--- config.mk ---
export PLATFORM = sky130hd
export DESIGN_NAME = i2c_arbiter
export DESIGN_NICKNAME = d
export VERILOG_FILES = /design/src/rtl/i2c_arbiter.sv
export SDC_FILE = /design/constraint.sdc
export NUM_CORES = 1
export LEC_CHECK = 0
export CORE_MARGIN = 2
export CORE_UTILIZATION = 48
export CTS_BUF_LIST = sky130_fd_sc_hd__clkbuf_8
export CTS_CLUSTER_SIZE = 20
export DETAILED_ROUTE_END_ITERATION = 8
export MAX_ROUTING_LAYER = met4
export PLACE_DENSITY = 0.83
export SKIP_LAST_GASP = 1
export SLEW_MARGIN = 10
export SYNTH_ARGS = -nofsm -noshare
export SYNTH_HDL_FRONTEND = slang
export SYNTH_SLANG_ARGS = --single-unit
export TNS_END_PERCENT = 5
--- constraint.sdc ---
create_clock -name clk -period 2.43 [get_ports clk]
set_input_delay 0.486 -clock clk [delete_from_list [all_inputs] [get_ports clk]]
set_output_delay 0.486 -clock clk [all_outputs]
set_load 0.01 [all_outputs]
--- src/rtl/i2c_arbiter.sv ---
`default_nettype none
// ============================================================================
// Module   : i2c_arbiter
// Purpose  : Round-robin owner of the PMIC i2c_master, one register txn at a time
// Revision : 1.0
// ============================================================================
module i2c_arbiter #(
    parameter int         N_REQ     = 3,
    parameter logic [6:0] I2C_ADDR  = 7'h48,
    parameter int         START_TO  = 16,
    parameter int         TIMEOUT_W = 22
) (
    input  logic                 clk,
    input  logic                 rst_n,
    input  logic [N_REQ-1:0]     req_valid,
    input  logic [N_REQ-1:0]     req_rw,
    input  logic [8*N_REQ-1:0]   req_subaddr,
    input  logic [8*N_REQ-1:0]   req_wrdata,
    output logic [N_REQ-1:0]     req_grant,
    output logic [N_REQ-1:0]     rsp_valid,
    output logic [7:0]           rsp_rddata,
    output logic                 rsp_err,
    output logic [7:0]           m_addr_w_rw,
    output logic [7:0]           m_sub_addr,
    output logic [7:0]           m_wrdata,
    output logic                 m_req,
    input  logic [7:0]           m_rddata,
    input  logic                 m_busy,
    input  logic                 m_nack,
    output logic [2:0]           dbg_state
);

    localparam int c_ptr_w = (N_REQ > 1) ? $clog2(N_REQ) : 1;
    localparam logic [TIMEOUT_W-1:0] c_start_last = TIMEOUT_W'(START_TO - 1);

    typedef enum logic [2:0] {
        S_IDLE       = 3'd0,
        S_ISSUE      = 3'd1,
        S_WAIT_START = 3'd2,
        S_WAIT_DONE  = 3'd3,
        S_RESP       = 3'd4
    } state_t;

    state_t                r_state;
    state_t                w_next;
    logic [c_ptr_w-1:0]    r_ptr;
    logic [c_ptr_w-1:0]    r_winner;
    logic [c_ptr_w-1:0]    w_pick;
    logic [c_ptr_w:0]      w_idx;
    logic                  w_found;
    logic [N_REQ-1:0]      w_req;
    logic [TIMEOUT_W-1:0]  r_cnt;
    logic                  r_nack_seen;
    logic                  r_err;

    // The requester being answered this cycle still shows req_valid; masking it
    // prevents it from being granted a second, unrequested transaction.
    always_comb begin
        w_req   = req_valid & ~rsp_valid;
        w_found = 1'b0;
        w_pick  = '0;
        w_idx   = '0;
        for (int k = 0; k < N_REQ; k++) begin
            w_idx = {1'b0, r_ptr} + (c_ptr_w+1)'(k);
            if (w_idx >= (c_ptr_w+1)'(N_REQ)) begin
                w_idx = w_idx - (c_ptr_w+1)'(N_REQ);
            end
            if (!w_found && w_req[w_idx[c_ptr_w-1:0]]) begin
                w_found = 1'b1;
                w_pick  = w_idx[c_ptr_w-1:0];
            end
        end
    end

    always_ff @(posedge clk) begin
        if (!rst_n) begin
            r_state <= S_IDLE;
        end else begin
            r_state <= w_next;
        end
    end

    always_comb begin
        w_next = r_state;
        case (r_state)
            S_IDLE:       if (w_found) w_next = S_ISSUE;
            S_ISSUE:      w_next = S_WAIT_START;
            S_WAIT_START: begin
                if (m_busy) begin
                    w_next = S_WAIT_DONE;
                end else if (r_cnt == c_start_last) begin
                    w_next = S_RESP;
                end
            end
            S_WAIT_DONE:  if (!m_busy || (r_cnt == '1)) w_next = S_RESP;
            S_RESP:       w_next = S_IDLE;
            default:      w_next = S_IDLE;
        endcase
    end

    always_ff @(posedge clk) begin
        if (!rst_n) begin
            req_grant   <= '0;
            rsp_valid   <= '0;
            rsp_rddata  <= '0;
            rsp_err     <= 1'b0;
            m_addr_w_rw <= {I2C_ADDR, 1'b0};
            m_sub_addr  <= '0;
            m_wrdata    <= '0;
            m_req       <= 1'b0;
            r_ptr       <= '0;
            r_winner    <= '0;
            r_cnt       <= '0;
            r_nack_seen <= 1'b0;
            r_err       <= 1'b0;
        end else begin
            m_req     <= 1'b0;
            rsp_valid <= '0;
            case (r_state)
                S_IDLE: begin
                    if (w_found) begin
                        r_winner    <= w_pick;
                        req_grant   <= N_REQ'(1) << w_pick;
                        m_addr_w_rw <= {I2C_ADDR, req_rw[w_pick]};
                        m_sub_addr  <= req_subaddr[{w_pick, 3'b000} +: 8];
                        m_wrdata    <= req_wrdata[{w_pick, 3'b000} +: 8];
                        m_req       <= 1'b1;
                        r_ptr       <= (w_pick == c_ptr_w'(N_REQ - 1)) ? '0 : w_pick + 1'b1;
                    end
                end
                S_ISSUE: begin
                    r_cnt       <= '0;
                    r_nack_seen <= 1'b0;
                    r_err       <= 1'b0;
                end
                S_WAIT_START: begin
                    if (m_busy) begin
                        r_cnt <= '0;
                    end else if (r_cnt == c_start_last) begin
                        r_err <= 1'b1;
                    end else begin
                        r_cnt <= r_cnt + 1'b1;
                    end
                end
                S_WAIT_DONE: begin
                    if (m_nack) begin
                        r_nack_seen <= 1'b1;
                    end
                    if (!m_busy) begin
                        r_err <= r_nack_seen | m_nack;
                        if (m_addr_w_rw[0]) begin
                            rsp_rddata <= m_rddata;
                        end
                    end else if (r_cnt == '1) begin
                        r_err <= 1'b1;
                    end else begin
                        r_cnt <= r_cnt + 1'b1;
                    end
                end
                S_RESP: begin
                    rsp_valid <= N_REQ'(1) << r_winner;
                    rsp_err   <= r_err;
                    req_grant <= '0;
                end
                default: ;
            endcase
        end
    end

    assign dbg_state = r_state;

endmodule
`default_nettype wire

== After elaboration in Yosys (flattened, before gate mapping) ==
Index checks and enable logic that the tools add are counted.
Word-level totals
  bits of input ports: 66
  output and inout port bits: 43
  logic and storage cells: 110
  register bits after elaboration: 64
Cells by class
  bitwise logic cells: 4
  $add $sub $neg: 7
  reduce and logical (&&, ||, !) cells: 19
  multiplexer cells: 38
  $lt $le $gt $ge: 7
  eq/ne operators: 17
  shift-type cells: 4
Operators with widths (count)
  $mux W22: 4
  $pmux W22 S3: 1
  $shiftx A24 B6 Y8: 2
  $add A22 B1 Y22 const B: 1
  $eq A22 B22 Y1 const B: 1
  $eq A22 B4 Y1 const B: 1
  $mux W3: 5
  $mux W2: 7
  $ne A2 B2 Y1 const B: 7
  $mux W1: 13
  $lt A2 B3 Y1 const B: 4
  $pmux W3 S4: 1
  $reduce_and A2 Y1: 5
  $ne A3 B3 Y1 const B: 3
  $bmux W1 S2: 4
  $reduce_and A4 Y1: 2
  $eq A3 B2 Y1 const B: 2
  $ge A3 B2 Y1 const B: 2
  $pmux W3 S2: 1
  $reduce_and A3 Y1: 2
  $shl A1 B2 Y3 const A: 2
  $sub A2 B2 Y2 const B: 3
  $reduce_bool A2 Y1: 2
  $add A2 B1 Y3 const B: 1
  17 further kinds: 20

== Logic depth before layout (Yosys ltp) ==
  depth after elaboration: 14
  depth in mapped cells: 9
  depth with buffers taken out: 7

== Worst setup path before layout ==
OpenSTA, ideal clock, no wires.
  kind: flip-flop to flip-flop
  start: register r_ptr[0]
  end: register m_addr_w_rw[0]
  required time: 2.339 ns
  setup time: 0.091 ns
  cell stages (with the launch flop): 10
  data arrival time: 1.903 ns
  path buffers: 2
  path slack: 0.436 ns
  cell sequence: dfxtp_1 inv_1 ha_1 and2_1 o21ai_1 o211a_1 buf_2 buf_2 a22oi_1 a311oi_1
Between the ends
  longest elaborated chain between the ends: 13
  elaborated cells on any way between the ends: 30
  those cells by class: 5 x add/sub; 3 x order compare; 17 x mux; 5 x reduce/logical
RTL lines
  start: declaration: RTL line 46  | logic [c_ptr_w-1:0] r_ptr;
  start signal: assignment: RTL line 128  | r_ptr <= (w_pick == c_ptr_w'(N_REQ - 1)) ? '0 : w_pick + 1'b1;
  parallel branches: the longest is 13 deep, another holds $add A2 B1 Y3
  end signal: assignment: RTL line 107  | m_addr_w_rw <= {I2C_ADDR, 1'b0};
  end signal: assignment: RTL line 124  | m_addr_w_rw <= {I2C_ADDR, req_rw[w_pick]};
  end: declaration: RTL line 23  | output logic [7:0] m_addr_w_rw,
Several ways; the timed one is not identified. The select of a mux whose other input is x is not followed.
A chain may end at the register's enable or synchronous reset.

== Worst setup path after layout ==
  start: register r_cnt[0]
  end: register r_cnt[6]
Between the ends
  longest elaborated chain between the ends: 4
  elaborated cells on any way between the ends: 11
  those cells by class: 1 x add/sub; 4 x eq/ne; 5 x mux; 1 x reduce/logical
RTL lines
  start: declaration: RTL line 52  | logic [TIMEOUT_W-1:0] r_cnt;
  start signal: assignment: RTL line 142  | r_cnt <= r_cnt + 1'b1;
  start signal: assignment: RTL line 157  | r_cnt <= r_cnt + 1'b1;
  $add A22 B1 Y22: RTL line 142, 157
  $mux W22, on equally long branches: RTL line 154, 139
  $mux W22, on equally long branches: RTL line 149, 137
  $pmux W22 S3: RTL line 119  | case (r_state)
Several ways; a longest one is shown, not always the timed one. The select of a mux whose other input is x is not followed.

==> results <==
- The run finished with clean final reports.
- The kind of start point of the critical path is a flip-flop.
- In the final routed layout, each cell accounts on average for 16.3 microns.
- The depth of the worst hold-timing path is 1.
- Entering global routing, the biggest net connects 33 pins.
- After detailed placement, the total cell area comes to 0.00453 sq mm.
- The number of max-slew violations in the final report is 0.
- The worst-case hold path end point is rsp_valid[0].
- The count of synthesis-stage warnings from yosys is 0.
- The worst register-to-register path has a setup slack of 0.19 ns.
- The number of synthesized register bits is 64.
- At the end of the flow, the number of nets in the layout was 571.
- The initial utilization of the core area, before any placement, comes to 0.498.
- The tool flagged a number of max-cap violations equal to 0.
- The H-tree depth is 3.
- 109 I/O pins were placed.
- The dominant synthesized flop cell is dfxtp_1.
- The max-slew headroom at the worst pin is 0.626.
- In this run the clock root is driven by a clkbuf_8.
- For this design, the CTS-stage hold fixing added 0 buffers.
- TritonCTS built the clock tree.
- At the end of routability-driven placement, the weighted congestion stood at 0.935.
- The HPWL after detailed placement is 7240 microns.
- The number of vias per cell is 5.98.
- Leaving out fill and tap cells, the most frequent cell in the layout is clkdlybuf4s50_1.
- The number of nets still failing antenna checks after routing is 0.
- Dividing the final minimum period by the clock period gives 0.922.
- The via count of the first global-routing pass is 3,332.
- In the final layout, the share of cells above drive strength 1 is 0.108.
- In this run the core area contains 30 standard-cell rows.
- The total power divided by cell area is 862 mW/mm^2.
- The aggregate global-route resource usage is 0.266.
- The highest clock frequency the design can meet is 0.446 GHz.
- Synthesis produced 397 cells.
- Across all hold checks on the routed design, the worst slack comes to 0.471 ns.
- The clock latency on the worst-skew pair is 0.34 ns.
- The worst clock skew is 0.0110 ns.
- The leakage power is 0.00172 uW.
- The first-pass iteration count of the detailed router is 5.
- Setup repair after global routing left no endpoint under its margin.
- The worst-case IR drop observed on VDD is 0.000446 V.
- The critical path startpoint is r_cnt[0].
- The initial antenna violation count was 0.
- After routing the design area is 0.00472 sq mm.
- After synthesis, the netlist uses 56 different library cells.
- For this run, design rule violations remaining after detail routing come to 0.
- At the worst endpoint, the required time is 2.67 ns.
- After clock tree synthesis, the repair step resized 0 gates.
- The share of synthesized area in the top cell type comes to 0.376.
- The die area is 0.00778 sq mm.
- In the layout the commonest cells are clkdlybuf4s50_1, dfxtp_1, a21oi_1, nand3_1, nand2_1.
- The count of endpoints failing hold in the final timing report is 0.
- The initial DRC count is 404.
- Measured along the y axis, the die boundary spans 88.2 microns.
- Clock-pin slew was measured on the worst setup and hold paths at 0.07 ns.
- The number of buffers inserted during clock tree synthesis is 9.
- The number of port buffers is 101.
- Summed over all failing endpoints, the final setup total negative slack is 0 ns.
- The vias after detailed routing is 3,607.
- The largest driver fanout on the critical path is 15.
- The region available for standard cell placement spans 0.00683 sq mm.
- The post-synthesis average cell area is 8.57 sq um.
- The first-pass GRT wire length is 15,700 microns.
- Once the clock tree was built, the setup fixing pass inserted 0 buffers.
- The diode insertion count for antenna repair is 0.
- For this run, the register share of the synthesized area comes to 0.376.
- The nature of the critical path endpoint is a flip-flop.
- The post-synthesis instance area is 0.00340 sq mm.
- The arrival time of data at the critical path endpoint is 2.48 ns.
- Clock tree synthesis found a total of 64 sinks.
- The filler cells instantiated in the layout total 539.
- The critical register-to-register path endpoint is r_cnt[6].
- The clock period minus worst slack is 2.24 ns.
- For this run the aggregate overflow at the end of global routing stands at 0.
- Yosys mapped a number of flops with a built-in enable equal to 0.
- Setup violations remaining at the end of the flow were counted as 0.
- The start point of the worst min-delay path is r_winner[0].
- The area growth from synthesis to layout is 38.6%.
- Counting flops with an async set or reset pin after synthesis yields a share of 0.
- The final layout contains routed wiring with a total length of 9800 microns.
- At the pin with the least slew margin, the transition time is 0.559 ns.
- For the worst flop-to-flop path, the logic depth is 7.
- The die is 88.2 microns wide.
- The min-delay analysis places its worst path in the category flip-flop to flip-flop.
- The startpoint identified for the worst register-to-register timing path is r_cnt[0].
- By area the synthesized netlist is led by dfxtp_1, a21oi_1, nand3_1.
- The kind of critical path is flip-flop to flip-flop.
- The biggest area contributor in the post-synthesis netlist is dfxtp_1.
- The maximum clock path buffer count is 2.
## sequential cells by signal (all words and copies together) (netlist names)
signal       flops
req_grant        3
m_sub_addr       8
m_wrdata         8
r_nack_seen      1
m_addr_w_rw      1
r_cnt           22
r_ptr            2
rsp_rddata       8
r_winner         2
r_err            1
dbg_state        3
rsp_valid        3
rsp_err          1
m_req            1
## metrics by stage
| stage | utilization | setup WS (ns) | std cells | total power (uW) |
|---|---|---|---|---|
| finish | 0.690 | 0.189 | 603 | 4070 |
| floorplan | - | 0.436 | 402 | 2510 |
| global route | 0.690 | 0.0970 | 603 | 4320 |
| detailed placement | 0.664 | 0.126 | 587 | 3230 |
| global placement | 0.664 | 0.178 | 587 | 3190 |
| CTS | 0.690 | 0.231 | 603 | 4070 |
## power by group
part	internal [uW]	switching [uW]
Clock	445	397
Combinational	894	957
Sequential	1230	140
Total	2570	1490
## kinds of logic after synthesis
logic type | count (synthesis) | synth area share
mux | 10 | 0.0294
compound gates | 132 | 0.266
simple gates | 148 | 0.242
fa+ha+maj | 4 | 0.0143
buf+inv | 37 | 0.0702
other cells | 2 | 0.00221
flops | 64 | 0.376
## critical path, stage by stage (launching register included)
cell     delay [ns]
dfxtp_1        0.40
ha_1           0.23
nand3_1        0.16
nor4_1         0.46
a21o_1         0.45
buf_4          0.21
nor4_1         0.05
o21a_1         0.17
## cells in the mapped netlist, types with 4 or more instances
| cell | count |
|---|---|
| a21oi_1 | 49 |
| a22oi_1 | 17 |
| a311oi_1 | 15 |
| and3_1 | 5 |
| buf_2 | 10 |
| buf_4 | 11 |
| buf_6 | 4 |
| clkbuf_1 | 5 |
| dfxtp_1 | 64 |
| inv_1 | 4 |
| mux2i_1 | 10 |
| nand2_1 | 26 |
| nand2b_1 | 6 |
| nand3_1 | 32 |
| nand3b_1 | 5 |
| nand4_1 | 7 |
| nor2_1 | 19 |
| nor2b_1 | 5 |
| nor3_1 | 4 |
| nor4_1 | 7 |
| o21ai_0 | 9 |
| o21ai_1 | 5 |
| o31ai_1 | 11 |
| or3_2 | 6 |
| or4_1 | 12 |
## worst max path at each step
| stage | end | slack (ns) | cells past startpoint |
|---|---|---|---|
| 2_1_floorplan | m_addr_w_rw[0] | 0.44 | 9 |
| 3_3_place_gp | r_cnt[4] | 0.18 | 7 |
| 3_5_place_dp | m_wrdata[7] | 0.13 | 7 |
| 4_1_cts | r_cnt[6] | 0.23 | 7 |
| 5_1_grt | r_cnt[6] | 0.1 | 7 |
| 6_report | r_cnt[6] | 0.19 | 7 |
## layout make-up
| cell class | count | area (sq um) | area share |
|---|---|---|---|
| well taps | 96 | 120 | 0.0255 |
| repair buffers | 121 | 1210 | 0.257 |
| multi-input cells | 301 | 1900 | 0.403 |
| inverters | 5 | 18.8 | 0.00398 |
| flip-flops and latches | 64 | 1280 | 0.272 |
| clock inverters | 4 | 18.8 | 0.00398 |
| clock buffers | 12 | 165 | 0.0350 |
## metal layers
metal / vias up / routed length (microns) / GRT usage
met5: - / 0 / -
met4: 0 / 187 / 0.0964
met3: 17 / 875 / 0.0650
met2: 175 / 4740 / 0.418
met1: 1697 / 4000 / 0.333
li1: 1718 / - / -
Note: power is estimated with default switching activity, not from simulation.
